--- config.mk ---
export PLATFORM = sky130hd
export DESIGN_NAME = downstream_vc_manager_flat
export DESIGN_NICKNAME = d
export VERILOG_FILES = /design/src/rtl/downstream_vc_manager_pkg.sv /design/src/rtl/downstream_vc_manager_if.sv /design/src/rtl/downstream_vc_manager_tracker.sv /design/src/rtl/downstream_vc_manager.sv /design/src/flat_wrapper.sv
export SDC_FILE = /design/constraint.sdc
export NUM_CORES = 1
export LEC_CHECK = 0
export CAP_MARGIN = 20
export CELL_PAD_IN_SITES_DETAIL_PLACEMENT = 1
export CELL_PAD_IN_SITES_GLOBAL_PLACEMENT = 1
export CORE_MARGIN = 2
export CORE_UTILIZATION = 44
export CTS_CLUSTER_SIZE = 28
export DETAILED_ROUTE_END_ITERATION = 16
export PLACE_DENSITY_LB_ADDON = 0.1
export SYNTH_ARGS = -nofsm -noshare
export SYNTH_HDL_FRONTEND = slang
export SYNTH_HIERARCHICAL = 1
export SYNTH_SLANG_ARGS = --single-unit
--- constraint.sdc ---
create_clock -name clk -period 2.2 [get_ports clk]
set_input_delay 0.44 -clock clk [delete_from_list [all_inputs] [get_ports clk]]
set_output_delay 0.44 -clock clk [all_outputs]
set_load 0.05 [all_outputs]
--- src/rtl/downstream_vc_manager_pkg.sv ---
// Shared NoC sizing parameters and the per-VC state encoding used by the
// downstream VC manager and its trackers.
package noc_params;
    localparam int PORT_NUM    = 5;
    localparam int VC_NUM      = 2;
    localparam int BUFFER_SIZE = 8;
    localparam int VC_SIZE     = (VC_NUM > 1) ? $clog2(VC_NUM) : 1;

    typedef enum logic [1:0] {
        IDLE   = 2'd0,
        ACTIVE = 2'd1,
        DRAIN  = 2'd2
    } vc_state_t;
endpackage

--- src/rtl/downstream_vc_manager_if.sv ---
// Allocation, flit-send and credit-return bundle between the router and the
// downstream VC manager.
interface downstream_vc_manager_if
    import noc_params::*;
#(
    parameter int PORT_NUM_P = noc_params::PORT_NUM,
    parameter int VC_NUM_P   = noc_params::VC_NUM,
    parameter int VC_SIZE_P  = (VC_NUM_P > 1) ? $clog2(VC_NUM_P) : 1
);
    logic [PORT_NUM_P-1:0]                   alloc_req_i;
    logic [PORT_NUM_P-1:0]                   alloc_gnt_o;
    logic [PORT_NUM_P-1:0][VC_SIZE_P-1:0]    alloc_vc_o;
    logic [PORT_NUM_P-1:0]                   flit_sent_i;
    logic [PORT_NUM_P-1:0][VC_SIZE_P-1:0]    flit_vc_i;
    logic [PORT_NUM_P-1:0]                   flit_tail_i;
    logic [PORT_NUM_P-1:0][VC_NUM_P-1:0]     credit_i;
    logic [PORT_NUM_P-1:0][VC_NUM_P-1:0]     credit_avail_o;
    logic [PORT_NUM_P-1:0][VC_NUM_P-1:0]     idle_vc_o;
    logic                                    err_o;

    modport master (
        output alloc_req_i, flit_sent_i, flit_vc_i, flit_tail_i, credit_i,
        input  alloc_gnt_o, alloc_vc_o, credit_avail_o, idle_vc_o, err_o
    );

    modport slave (
        input  alloc_req_i, flit_sent_i, flit_vc_i, flit_tail_i, credit_i,
        output alloc_gnt_o, alloc_vc_o, credit_avail_o, idle_vc_o, err_o
    );
endinterface

--- src/rtl/downstream_vc_manager_tracker.sv ---
// One downstream VC: IDLE/ACTIVE/DRAIN lifecycle plus its credit counter.
// o_err is a single-cycle protocol-violation pulse; stickiness lives upstream.
module downstream_vc_tracker
    import noc_params::*;
#(
    parameter int BUFFER_SIZE = noc_params::BUFFER_SIZE
)(
    input  logic clk,
    input  logic rst,
    input  logic i_grant,
    input  logic i_sent,
    input  logic i_tail,
    input  logic i_credit,
    output logic o_idle,
    output logic o_credit_avail,
    output logic o_err
);
    localparam int CW = $clog2(BUFFER_SIZE + 1);
    localparam logic [CW-1:0] FULL = CW'(BUFFER_SIZE);

    vc_state_t       r_state, w_state_nxt;
    logic [CW-1:0]   r_count, w_count_nxt;
    logic            w_err;

    always_ff @(posedge clk or posedge rst) begin
        if (rst) begin
            r_state <= IDLE;
            r_count <= FULL;
        end else begin
            r_state <= w_state_nxt;
            r_count <= w_count_nxt;
        end
    end

    always_comb begin
        w_count_nxt = r_count;
        w_err       = 1'b0;
        w_state_nxt = r_state;
        // Counter saturates at both ends; an overrun or underrun flags an error.
        case ({i_sent, i_credit})
            2'b10: if (r_count == '0) w_err = 1'b1;
                   else               w_count_nxt = r_count - 1'b1;
            2'b01: if (r_count == FULL) w_err = 1'b1;
                   else                 w_count_nxt = r_count + 1'b1;
            2'b11: if (r_count == '0) w_err = 1'b1;
            default: ;
        endcase
        if (i_sent && (r_state != ACTIVE)) w_err = 1'b1;

        case (r_state)
            IDLE:    if (i_grant)            w_state_nxt = ACTIVE;
            ACTIVE:  if (i_sent && i_tail)   w_state_nxt = DRAIN;
            DRAIN:   if (w_count_nxt == FULL) w_state_nxt = IDLE;
            default:                         w_state_nxt = IDLE;
        endcase
    end

    assign o_idle         = (r_state == IDLE);
    assign o_credit_avail = (r_count != '0);
    assign o_err          = w_err;
endmodule

--- src/rtl/downstream_vc_manager.sv ---
// Tracks every downstream VC and hands out idle ones round-robin per port.
// Grant is combinational (0 cycles); status outputs are registered (1 cycle).
module downstream_vc_manager
    import noc_params::*;
#(
    parameter int PORT_NUM    = noc_params::PORT_NUM,
    parameter int VC_NUM      = noc_params::VC_NUM,
    parameter int BUFFER_SIZE = noc_params::BUFFER_SIZE
)(
    input  logic clk,
    input  logic rst,
    downstream_vc_manager_if.slave bus
);
    localparam int VC_SIZE = (VC_NUM > 1) ? $clog2(VC_NUM) : 1;

    logic [PORT_NUM-1:0][VC_SIZE-1:0] r_rr_ptr;
    logic                             r_err;
    logic [PORT_NUM-1:0]              w_gnt;
    logic [PORT_NUM-1:0][VC_SIZE-1:0] w_gnt_vc;
    logic [PORT_NUM-1:0][VC_SIZE:0]   w_pick;
    logic [PORT_NUM-1:0][VC_NUM-1:0]  w_idle;
    logic [PORT_NUM-1:0][VC_NUM-1:0]  w_avail;
    logic [PORT_NUM-1:0][VC_NUM-1:0]  w_err_bits;

    // Returns {found, vc}: first idle VC starting one past the last grant.
    function automatic logic [VC_SIZE:0] rr_pick(input logic [VC_NUM-1:0] idle,
                                                 input logic [VC_SIZE-1:0] ptr);
        logic [VC_SIZE:0] pick;
        int               cand;
        pick = '0;
        for (int i = VC_NUM; i >= 1; i--) begin
            cand = (int'(ptr) + i) % VC_NUM;
            if (idle[cand]) pick = {1'b1, VC_SIZE'(cand)};
        end
        return pick;
    endfunction

    always_comb begin
        w_gnt    = '0;
        w_gnt_vc = '0;
        w_pick   = '0;
        for (int p = 0; p < PORT_NUM; p++) begin
            w_pick[p] = rr_pick(w_idle[p], r_rr_ptr[p]);
            if (bus.alloc_req_i[p] && w_pick[p][VC_SIZE]) begin
                w_gnt[p]    = 1'b1;
                w_gnt_vc[p] = w_pick[p][VC_SIZE-1:0];
            end
        end
    end

    always_ff @(posedge clk or posedge rst) begin
        if (rst) begin
            r_rr_ptr <= {PORT_NUM{VC_SIZE'(VC_NUM - 1)}};
            r_err    <= 1'b0;
        end else begin
            for (int p = 0; p < PORT_NUM; p++) begin
                if (w_gnt[p]) r_rr_ptr[p] <= w_gnt_vc[p];
            end
            r_err <= r_err | (|w_err_bits);
        end
    end

    for (genvar p = 0; p < PORT_NUM; p++) begin : g_port
        for (genvar v = 0; v < VC_NUM; v++) begin : g_vc
            downstream_vc_tracker #(
                .BUFFER_SIZE (BUFFER_SIZE)
            ) u_trk (
                .clk            (clk),
                .rst            (rst),
                .i_grant        (w_gnt[p] && (w_gnt_vc[p] == VC_SIZE'(v))),
                .i_sent         (bus.flit_sent_i[p] && (bus.flit_vc_i[p] == VC_SIZE'(v))),
                .i_tail         (bus.flit_tail_i[p]),
                .i_credit       (bus.credit_i[p][v]),
                .o_idle         (w_idle[p][v]),
                .o_credit_avail (w_avail[p][v]),
                .o_err          (w_err_bits[p][v])
            );
        end
    end

    assign bus.alloc_gnt_o    = w_gnt;
    assign bus.alloc_vc_o     = w_gnt_vc;
    assign bus.idle_vc_o      = w_idle;
    assign bus.credit_avail_o = w_avail;
    assign bus.err_o          = r_err;
endmodule

--- src/flat_wrapper.sv ---
// flat-port wrapper written by rule: the top's interface ports become plain ports
module downstream_vc_manager_flat import noc_params::*;
#(
    parameter int PORT_NUM    = noc_params::PORT_NUM,
    parameter int VC_NUM      = noc_params::VC_NUM,
    parameter int BUFFER_SIZE = noc_params::BUFFER_SIZE
)
  (clk, rst, bus_alloc_req_i, bus_flit_sent_i, bus_flit_vc_i, bus_flit_tail_i, bus_credit_i, bus_alloc_gnt_o, bus_alloc_vc_o, bus_credit_avail_o, bus_idle_vc_o, bus_err_o);
  downstream_vc_manager_if bus_i ();
  input  logic clk;
  input  logic rst;
  input wire logic [$bits(bus_i.alloc_req_i)-1:0] bus_alloc_req_i;
  input wire logic [$bits(bus_i.flit_sent_i)-1:0] bus_flit_sent_i;
  input wire logic [$bits(bus_i.flit_vc_i)-1:0] bus_flit_vc_i;
  input wire logic [$bits(bus_i.flit_tail_i)-1:0] bus_flit_tail_i;
  input wire logic [$bits(bus_i.credit_i)-1:0] bus_credit_i;
  output wire logic [$bits(bus_i.alloc_gnt_o)-1:0] bus_alloc_gnt_o;
  output wire logic [$bits(bus_i.alloc_vc_o)-1:0] bus_alloc_vc_o;
  output wire logic [$bits(bus_i.credit_avail_o)-1:0] bus_credit_avail_o;
  output wire logic [$bits(bus_i.idle_vc_o)-1:0] bus_idle_vc_o;
  output wire logic [$bits(bus_i.err_o)-1:0] bus_err_o;
  assign bus_i.alloc_req_i = bus_alloc_req_i;
  assign bus_i.flit_sent_i = bus_flit_sent_i;
  assign bus_i.flit_vc_i = bus_flit_vc_i;
  assign bus_i.flit_tail_i = bus_flit_tail_i;
  assign bus_i.credit_i = bus_credit_i;
  assign bus_alloc_gnt_o = bus_i.alloc_gnt_o;
  assign bus_alloc_vc_o = bus_i.alloc_vc_o;
  assign bus_credit_avail_o = bus_i.credit_avail_o;
  assign bus_idle_vc_o = bus_i.idle_vc_o;
  assign bus_err_o = bus_i.err_o;
  downstream_vc_manager #(.PORT_NUM(PORT_NUM), .VC_NUM(VC_NUM), .BUFFER_SIZE(BUFFER_SIZE)) u_core (.clk(clk), .rst(rst), .bus(bus_i));
endmodule
==> flow_summary.yaml <==
floorplanning:
  chipHeight_um: 122
  start_util: 0.447
  core-area_sq_um: 13700
  dieArea_sq_um: 14900
  ios: 63
  die_w_um: 122
  rows: 43
synthesis:
  synth_top_area_frac: 0.208
  yosysUniqueCellTypes: 36
  yosys_warnings: 6
  ys_ff_latch: 66
  synth_area_sq_um: 6130
  synthTopCellsByArea: "dfrtp_1 21%, ha_1 12%, inv_1 7.1%"
  yosys.area.top_type: "dfrtp_1"
  yosysSeqAreaShare: 0.273
  syn_inst: 731
  postSynthAreaPerCell_sq_um: 8.38
  synth_fp_nets: 823
worst_setup_path:
  cp_max_fo: 4
  timing.critical_path.mode_cell: "buf_4"
  criticalPathCategory: "primary input to flip-flop"
  cp_data_arrival_time_ns: 2.36
  cp_slowest_cell: "clkdlybuf4s50_1"
  path_buf_inv: 4
  critPathLaunchType: "primary input"
  reg2reg_from: "u_core/g_port[0].g_vc[0].u_trk/r_count[0]$_DFF_PP0_"
  critPathCaptureType: "flip-flop"
  slowest_delay_ns: 0.57
  critPathTopFamily: "buffers and inverters"
  required_ns: 2.40
  crit_start: "bus_credit_i[0]"
  path_cells: "clkdlybuf4s50_1 -> inv_1 -> ha_4 -> buf_4 -> nor2_1 -> o21a_1 -> o31ai_2 -> nor4_2 -> buf_4 -> nand3_1"
routing:
  num_vias: 5784
  wl_per_cell_um: 17.5
  vias_per_cell: 5.65
  drt-total-wl_um: 17900
  drtPass1Iterations: 5
  drtIter0Drc: 188
  drc: 0
  ant_nets: 0
timing:
  fin_ws_ns: 0.0427
  setup_viol: 0
  slew_headroom: 0.592
  finalCritPeriodShare: 0.981
  final_max_slew_viol_count: 0
  fin_crit_ns: 2.16
  hold_viol_final: 0
  max_freq_ghz: 0.464
  tns_ns: 0
  worst_pin_slew_ns: 0.607
  fin_skew_ns: 0.00436
final_layout:
  layout.area.seq_sq_um: 1680
  finalInstanceArea_sq_um: 8000
  multi_input_area_sq_um: 4160
  nets: 930
  syn2layout_area_growth_pct: 30.6
  antenna_cells: 0
  instances_no_fill: 1023
  drive_above_1_share: 0.254
  n_fill_cell: 1616
global_routing:
  grt_pass1_vias: 6133
  gr-total-overflow: 0
  grt_pass1_wl_um: 28500
  antenna_found_initial: 0
  grt_start_max_net_pins: 12
  track_usage: 0.236
clock_tree:
  cts_hold_buf: 0
  cts_root_buffer: "clkbuf_16"
  path_clk_slew_ns: 0.05
  cts_made_buffers: 9
  insertion_delay_ns: 0.33
  cts_tree: "built"
  h-tree-depth: 3
  cts_buffer_depth: 2
  clock-sinks: 66
min_path:
  hp-start: "u_core/r_rr_ptr[2]$_DFFE_PP1P_"
  hold_path_class: "flip-flop to flip-flop"
pwr:
  p_total_w: 0.0112
  p_per_area_nw_per_um2: 1390
  vdd_drop_max_mv: 0.821
  p_leak_nw: 3.81
place:
  dp.cells: 1006
  finalWeightedCongestion: 0.888
  place_area_sq_um: 7360
  portBuffers: 62
  dp_hpwl_um: 13300
  dp_slack_ns: -0.372
job:
  maxCapViolCount: 0
status:
  status: "finished, final reports clean"
## final cells by class
class	count	share of cell area
inverter	116	0.0544
sequential	66	0.210
multi-input combinational	519	0.521
clock inverter	6	0.0100
clock buffer	10	0.0299
tap	180	0.0282
timing repair buffer	126	0.147
## worst register-to-register path: stages, from the launching register on
cell and delay (ns):
dfrtp_2 0.47, inv_1 0.09, ha_1 0.25, nand2b_1 0.20
a22oi_1 0.22, mux2i_1 0.14, o311a_1 0.39, o21bai_2 0.11
## path summary, 6_finish.rpt
kind,end,slack (ns),cells after the start
min in group asynchronous,u_core/g_port[3].g_vc[1].u_trk/r_count[0]$_DFF_PP0_,0.54,3
worst min-delay path,u_core/r_rr_ptr[2]$_DFFE_PP1P_,0.49,2
worst max register to register,u_core/g_port[0].g_vc[0].u_trk/r_state[1]$_DFFE_PP0P_,0.26,7
worst max-delay path,u_core/bus.err_o$_DFF_PP0_,0.04,10
worst min register to register,u_core/r_rr_ptr[2]$_DFFE_PP1P_,0.49,2
max in group asynchronous,u_core/r_rr_ptr[1]$_DFFE_PP1P_,1.21,3
## metrics by stage
step	hold WS (ns)	util
floorplan	0.227	-
global placement	0.475	0.536
detailed placement	0.483	0.536
CTS	0.492	0.562
global route	0.523	0.583
finish	0.494	0.583
## logic make-up after synthesis
logic type	after synthesis	share of synthesized area
and+or+nand+nor	244	0.210
buffers and inverters	146	0.102
AOI/OAI and AO/OA	175	0.226
DFF	66	0.273
adders and majority gates	60	0.123
muxes	40	0.0674
## flip-flops by register name (all words and copies together) (netlist names)
signal and count:
u_core/r_rr_ptr 5, u_core/g_port.g_vc.u_trk/r_count 40, u_core/bus.err_o 1, u_core/g_port.g_vc.u_trk/r_state 20
## cells in the mapped netlist
library cell  count
dfstp_2          15
mux2i_1          30
o32a_1           10
o21ai_1          10
nand2b_1         10
nor4_1            2
and2_1           20
dfrtp_1          51
nand3b_1         10
nor3b_1          10
nand3_1          11
nor2_1           55
nor3_2           10
inv_1           116
o221ai_1         10
o32ai_1          10
a311o_1          10
nand4b_1         10
nor2b_1          15
o22ai_2           2
mux2_1           10
buf_4            20
clkbuf_1         10
o21a_1           15
ha_1             60
nor3_1           11
o21ai_0          20
o22ai_1           3
nand2_1          70
a21oi_1           5
a311oi_1         10
and2b_1          10
o21bai_2         10
a22oi_1          30
o31ai_1          20
o311a_1          10
## placed cells by master (no fill, tap or decap), drive strengths merged, types with 11 or more instances in the layout
master         count
o31ai             20
and2              20
nor3              21
dfstp             15
nand2             70
nor2              55
dfrtp             51
a22oi             30
clkdlybuf4s50     31
inv              116
buf               94
o21a              15
nor2b             15
o21ai             30
ha                60
mux2i             30
nand3             11
## layer usage
layer / routed length, um / track usage
met1: 7460 / 0.272
met2: 9750 / 0.445
met3: 371 / 0.0262
met4: 329 / 0.0876
met5: 0 / 0
## power breakdown
| group | internal (W) | total, W | switching (W) |
|---|---|---|---|
| clock network | 0.00101 | 0.00153 | 0.000514 |
| registers | 0.00179 | 0.00262 | 0.000823 |
| logic | 0.00295 | 0.00701 | 0.00406 |
## what timing repair did
item	in CTS	in global routing
buffers inserted	0	1
setup endpoints to repair	8	19
pin swaps	1	4
endpoints found under the hold margin	0	0
resized for setup	9	63
Power figures use the tool's default switching activity.
